$ cat src/rtl/reg_dump.sv
// reg_dump: walks a register file read port from FIRST_REG to LAST_REG and
// streams each captured value, with its index, over a valid/ready interface.
// A pass is started by a start pulse in IDLE. It ends with a one-cycle done
// pulse, or it is dropped silently on abort or reset.
module reg_dump #(
    parameter int FIRST_REG = 0,
    parameter int LAST_REG  = 31
) (
    input  logic        clk,
    input  logic        reset,
    input  logic        start,
    input  logic        abort,
    output logic [4:0]  rd_addr,
    input  logic [31:0] rd_data,
    output logic        out_valid,
    input  logic        out_ready,
    output logic [31:0] out_data,
    output logic [4:0]  out_index,
    output logic        busy,
    output logic        done
);

    // A reversed or out-of-range window cannot be walked, so refuse to build it.
    if (FIRST_REG > LAST_REG) begin : g_bad_range
        $error("reg_dump: FIRST_REG (%0d) must not exceed LAST_REG (%0d)", FIRST_REG, LAST_REG);
    end
    if (FIRST_REG < 0 || LAST_REG > 31) begin : g_bad_bounds
        $error("reg_dump: register window must lie within 0..31");
    end

    localparam logic [4:0] FIRST_IDX = 5'(FIRST_REG);
    localparam logic [4:0] LAST_IDX  = 5'(LAST_REG);

    typedef enum logic [1:0] {
        IDLE,
        FETCH,
        SEND,
        DONE
    } state_t;

    state_t      state_q;
    logic [4:0]  idx_q;
    logic [4:0]  idx_d;
    logic        out_valid_q;
    logic [31:0] out_data_q;
    logic [4:0]  out_index_q;

    // The index register drives the read port directly. The increment is only
    // taken below LAST_IDX, so it never wraps.
    assign idx_d     = idx_q + 5'd1;
    assign rd_addr   = idx_q;
    assign out_valid = out_valid_q;
    assign out_data  = out_data_q;
    assign out_index = out_index_q;
    assign busy      = (state_q != IDLE);
    assign done      = (state_q == DONE);

    // Main sequencer. Reading rd_data only in FETCH means later writes to the
    // register file cannot disturb a word that is waiting for out_ready. An
    // abort outranks a handshake in the same cycle.
    always_ff @(posedge clk or posedge reset) begin
        if (reset) begin
            state_q     <= IDLE;
            idx_q       <= FIRST_IDX;
            out_valid_q <= 1'b0;
            out_data_q  <= 32'd0;
            out_index_q <= 5'd0;
        end else begin
            case (state_q)
                IDLE: begin
                    if (start) begin
                        idx_q   <= FIRST_IDX;
                        state_q <= FETCH;
                    end
                end
                FETCH: begin
                    if (abort) begin
                        out_valid_q <= 1'b0;
                        state_q     <= IDLE;
                    end else begin
                        out_data_q  <= rd_data;
                        out_index_q <= idx_q;
                        out_valid_q <= 1'b1;
                        state_q     <= SEND;
                    end
                end
                SEND: begin
                    if (abort) begin
                        out_valid_q <= 1'b0;
                        state_q     <= IDLE;
                    end else if (out_valid_q && out_ready) begin
                        out_valid_q <= 1'b0;
                        if (idx_q == LAST_IDX) begin
                            state_q <= DONE;
                        end else begin
                            idx_q   <= idx_d;
                            state_q <= FETCH;
                        end
                    end
                end
                DONE: begin
                    out_valid_q <= 1'b0;
                    state_q     <= IDLE;
                end
                default: begin
                    out_valid_q <= 1'b0;
                    state_q     <= IDLE;
                end
            endcase
        end
    end

endmodule

$ cat config.mk
export PLATFORM = sky130hd
export DESIGN_NAME = reg_dump
export DESIGN_NICKNAME = d
export VERILOG_FILES = /design/src/rtl/reg_dump.sv
export SDC_FILE = /design/constraint.sdc
export NUM_CORES = 1
export LEC_CHECK = 0
export ABC_AREA = 1
export CAP_MARGIN = 25
export CORE_UTILIZATION = 35
export CTS_BUF_LIST = sky130_fd_sc_hd__clkbuf_8 sky130_fd_sc_hd__clkbuf_16
export CTS_CLUSTER_SIZE = 10
export DETAILED_ROUTE_END_ITERATION = 6
export GPL_TIMING_DRIVEN = 0
export PLACE_DENSITY = 0.74
export SYNTH_ARGS = -nofsm -noshare
export SYNTH_HDL_FRONTEND = slang
export SYNTH_SLANG_ARGS = --single-unit
$ cat constraint.sdc
create_clock -name clk -period 4.3 [get_ports clk]
set_input_delay 0.645 -clock clk [delete_from_list [all_inputs] [get_ports clk]]
set_output_delay 0.645 -clock clk [all_outputs]
set_load 0.02 [all_outputs]
== Word level (Yosys, flattened, before mapping) ==
Cells that the tools add are included.

* Word-level logic and storage cells: 40
* Bits of input ports: 37
* Flip-flop bits (word level): 45

* Reductions and logical operators: 9
* Mux-type cells: 15
* Equality and inequality tests: 9
* $add $sub $neg: 1
* Bitwise logic cells: 1

{| class="wikitable"
|+ Operators by type and width
! kind !! count
|-
| 5-bit two-way mux || 4
|-
| 2-bit two-way mux || 5
|-
| 5-bit case mux with 2 select lines || 1
|-
| 2-bit != test, second input constant || 4
|-
| 2-bit case mux with 4 select lines || 1
|-
| 2-bit AND reduction || 3
|-
| 5-bit by 1-bit adder with 5-bit output, second input constant || 1
|-
| 5-bit == test, second input constant || 1
|-
| 5-bit AND reduction || 1
|-
| 2-bit == test, second input constant || 2
|-
| 2-bit nonzero test || 2
|-
| 1-bit two-way mux || 3
|-
| 3-bit != test, second input constant || 1
|-
| 1-bit case mux with 3 select lines || 1
|-
| 3-bit nonzero test || 1
|-
| 2-bit by 1-bit == test with 1-bit output, second input constant || 1
|-
| 2-bit zero test || 1
|-
| 1-bit logical AND || 1
|-
| 1-bit NOT || 1
|}

== Logic depth before layout (Yosys ltp) ==
Gate-level depths: netlist of the first run.

* Word-level depth: 5
* Gate-level depth with buffers: 10
* Gate-level depth less buffers: 10

== Least setup slack after synthesis of the first run ==
No wires, ideal clock.

* Path kind: register to register
* Start: register idx_q[0] (netlist: rd_addr[0])
* End: register idx_q[0] (netlist: rd_addr[0])
* Data required time: 4.174 ns
* Path buffers: 0
* Stages on the path, launching flop included: 11
* Period minus slack after synthesis: 1.540 ns
* Setup slack: 2.760 ns
* Library setup time: 0.126 ns
* Data arrival time: 1.414 ns
* Cells stage by stage: dfrtp_1 > ha_1 > nand2_1 > nor2_1 > ha_1 > inv_1 > nand3_1 > nand2_1 > nand2_2 > nand2_1 > o21ai_0

* Cells in the longest elaborated chain, start to end: 5
* Elaborated cells between the ends (all ways): 8
* Classes of those cells: add/sub: 1; eq/ne: 2; mux: 4; reduce/logical: 1

{| class="wikitable"
|+ RTL lines
! what !! line !! source
|-
| start, declared || 42 || <nowiki>logic [4:0] idx_q;</nowiki>
|-
| start signal, assigned || 96 || <nowiki>idx_q <= idx_d;</nowiki>
|-
| 5-bit by 1-bit adder with 5-bit output || 50 || <nowiki>assign idx_d = idx_q + 5'd1;</nowiki>
|-
| 5-bit two-way mux || 93 || <nowiki>if (idx_q == LAST_IDX) begin</nowiki>
|-
| 5-bit two-way mux || 91 || <nowiki>end else if (out_valid_q && out_ready) begin</nowiki>
|-
| 5-bit two-way mux || 88 || <nowiki>if (abort) begin</nowiki>
|-
| 5-bit case mux with 2 select lines || 69 || <nowiki>case (state_q)</nowiki>
|}

Parallel ways exist; a longest one is shown, timed or not. The select of a mux whose other input is x is not followed.
A chain may end at the register's enable or synchronous reset.

== Worst setup path in the final report of the first run ==
* Start: register state_q[0]
* End: output busy

* Cells in the longest elaborated chain, start to end: 1

{| class="wikitable"
|+ RTL lines
! what !! line !! source
|-
| start, declared || 41 || <nowiki>state_t state_q;</nowiki>
|-
| start signal, assigned || 63 || <nowiki>state_q <= IDLE;</nowiki>
|-
| start signal, assigned || 73 || <nowiki>state_q <= FETCH;</nowiki>
|-
| start signal, assigned || 79 || <nowiki>state_q <= IDLE;</nowiki>
|-
| 2-bit nonzero test || 55 || <nowiki>assign busy = (state_q != IDLE);</nowiki>
|-
| end, declared || 19 || <nowiki>output logic busy,</nowiki>
|}

No other way between the ends.

==> metrics.md, run 1 <==
| Metric | Value |
|---|---|
| Post-layout min period | 2.16 ns |
| Die height | 76.3 µm |
| Register area share after synthesis | 58.3% |
| Syn avg cell area | 9.07 µm² |
| Via count | 1615 |
| Die area | 5820 µm² |
| Final Max Slew Viols | 0 |
| Residual DRC | 0 |
| Final-report setup violation count | 0 |
| Vias in the first global route | 1592 |
| Post-synthesis cell type count | 21 |
| Critical Path Fanout Max | 6 |
| Drt total wl | 4050 µm |
| Via-to-Cell Ratio | 4.33 |
| Dpl hpwl | 3050 µm |
| H-tree depth | 2 |
| CP endpoint kind | output pin |
| WS Path Type | flop to output pin |
| Peak supply drop | 0.000308 V |
| Setup TNS | 0 ns |
| Hold Path Origin | out_data[2] |
| RSZ-0062 raised after global routing | no |
| Cell area after synthesis | 1930 µm² |
| Total of cells resized after clock tree synthesis | 0 |
| Critical Path AT | 1.52 ns |
| Area grow syn2layout | 53.2% |
| Max layer used | met4 |
| First-pass GRT wire length | 7130 µm |
| Post-route antenna net violation count | 0 |
| Site Rows | 26 |
| Gate Count Post-Synth | 213 |
| Total power per unit cell area | 627 nW/µm² |
| Total core area | 5200 µm² |
| Reg clk slew, reported paths | 0.08 ns |
| Outcome | finished, final reports clean |
| Ports | 82 |
| RR Startpoint | rd_addr[0] |
| Wire length on met3 | 195 µm |
| Worst skew pair latency | 0.29 ns |
| Final hold viol count | 0 |
| CTS Hold Bufs | 0 |
| Largest area contributor in the netlist | dfrtp_1 |
| Relative slew slack | 66.7% |
| Met2 WL post-DR | 1920 µm |
| F_max | 463 MHz |
| Worst Hold Class | flop to flop |
| Worst EP required | 3.65 ns |
| CTS tree | yes |
| Nets@finish | 341 |
| Die width | 76.3 µm |
| RD Place Congestion | 0.762 |
| Initial Util | 37.1% |
| Total track usage | 15.3% |
| Num CTS Buffers | 5 |
| Setup Skew | 0.00753 ns |
| # fillers | 506 |
| Worst Max-Slew Pin Slew | 0.498 ns |
| Root buffer selected by CTS | clkbuf_8 |
| Clk buf depth | 2 |
| Antenna cells | 0 |
| FF+latch count, synth | 45 |
| Clk sink count | 45 |
| Share of cells above drive strength 1 | 10.6% |
| Post-Route Hold Slack | 0.482 ns |
| Period utilization | 50.2% |
| Starting DRT DRC Count | 81 |
| Critical path launch point | state_q[0] |
| Routed WL per cell | 10.8 µm |
| Postcts setup bufs | 0 |
| Startpoint types | flop |
| Syn nets | 252 |
| Initial antenna violation count | 0 |
| Drt first pass iters | 4 |
| Leakage power | 1.43 nW |
| Synth top area share | 58.3% |
| Overflow after GRT | 0 |
| PortBufs | 81 |
| Max_cap viols | 0 |
| Pin count of the biggest net entering global routing | 25 |
| Wl on met1 | 1870 µm |
| Syn. warnings | 0 |
| Synth top area cells | dfrtp_1 (58%), nand2_1 (11%), inv_1 (8.4%), o21ai_1 (6.0%), o21ai_2 (4.5%) |
metal layers:
layer | track usage (%) | vias up
li1 | - | 827
met1 | 19.0 | 735
met2 | 26.1 | 46
met3 | 2.99 | 7
met4 | 6.35 | 0
met5 | 0 | -
area by class of cell:
class	instances	area [µm²]	area share [%]
flip-flops and latches	45	1130	38.1
repair buffers	82	838	28.3
multi-input cells	116	571	19.3
inverters	44	165	5.58
clock buffers	7	96.3	3.26
well taps	70	87.6	2.96
plain buffers	8	70.1	2.37
clock inverters	1	5.00	0.169
sequential cells by signal (all words and copies together), names as in the netlist:
register and count:
rd_addr 5, out_valid 1, out_index 5, out_data 32
state_q 2
synthesized netlist by cell type:
library cell	n
nor2_1	2
or2_2	1
o21ai_2	10
dfrtp_1	45
nand2_1	56
nand4_1	1
buf_2	1
nor2_2	1
inv_2	1
nand3_1	7
nand2_2	1
o21ai_1	23
o21ai_0	9
buf_6	5
inv_1	43
a21oi_1	1
clkbuf_1	1
nor3_1	1
ha_1	2
nand3_2	1
clkbuf_2	1
per-stage QoR:
step	std cells	utilization (%)	setup slack, ns	power (W)	cell area, µm²
floorplan	213	-	2.60	0.00117	1930
global placement	364	54.4	1.68	0.00158	2830
detailed placement	365	54.9	2.32	0.00160	2860
CTS	373	56.9	2.13	0.00188	2960
global route	373	56.9	2.07	0.00197	2960
finish	373	56.9	2.14	0.00185	2960
worst max-delay path: stages (launching register included):
cell and delay, ns:
dfrtp_1 0.46, nor2_1 0.09, inv_1 0.07, clkdlybuf4s50_1 0.60
path summary, 6_finish.rpt:
| kind | to | slack (ns) | cells past startpoint |
|---|---|---|---|
| worst max-delay path | busy | 2.14 | 3 |
| worst min-delay path | out_data[2] | 0.48 | 2 |
| worst max register to register | rd_addr[0] | 2.68 | 10 |
| worst min register to register | out_data[2] | 0.48 | 2 |
| max in group asynchronous | out_data[15] | 3.12 | 3 |
| min in group asynchronous | out_index[2] | 0.70 | 2 |
cells by family (layout without fill, tap and decap cells):
group,count (synthesis),count (layout),synth area share (%)
compound gates,43,43,13.1
buf+inv,52,142,12.2
fa+ha+maj,2,2,1.30
simple gates,71,71,15.2
flops,45,45,58.3
placed cells by master (no fill, tap or decap), types with 2 or more instances in the layout:
cell type	netlist	routed
buf_6	5	5
clkbuf_8	0	7
clkdlybuf4s50_1	0	81
dfrtp_1	45	45
ha_1	2	2
inv_1	43	42
inv_2	1	2
nand2_1	56	56
nand3_1	7	7
nor2_1	2	2
o21ai_0	9	9
o21ai_1	23	23
o21ai_2	10	10
power by group:
group	switching [W]	leakage, nW	internal (W)	total [W]
Combinational	0.000472	0.802	0.000426	0.000897
Sequential	0.0000961	0.577	0.000583	0.000679
Clock	0.000133	0.0542	0.000145	0.000278
Power figures use the tool's default switching activity.
==> run 2, diff against run 1 <==
clock period = 2 ns   (was 4.3 ns; I/O delays follow)
==> results of run 2 <==
Same layout as run 1 (identical final DEF). Status: finished, final reports clean.
Main changes from that run: setup slack after placement 2.32 ns -> 0.369 ns; setup slack after layout 2.14 ns -> 0.185 ns; hold slack 0.482 ns -> 0.358 ns; register-to-register setup slack 2.68 ns -> 0.38 ns; total power 0.00185 W -> 0.00399 W; worst IR drop on VDD 0.000308 V -> 0.000661 V
==> run 3, diff against run 2 <==
HOLD_SLACK_MARGIN = 0.06   (was default)
==> results of run 3 <==
Same layout as run 1 (identical final DEF). Status: finished, final reports clean.
Main changes from that run: setup slack after placement 2.32 ns -> 0.369 ns; setup slack after layout 2.14 ns -> 0.185 ns; hold slack 0.482 ns -> 0.358 ns; register-to-register setup slack 2.68 ns -> 0.38 ns; total power 0.00185 W -> 0.00399 W; worst IR drop on VDD 0.000308 V -> 0.000661 V
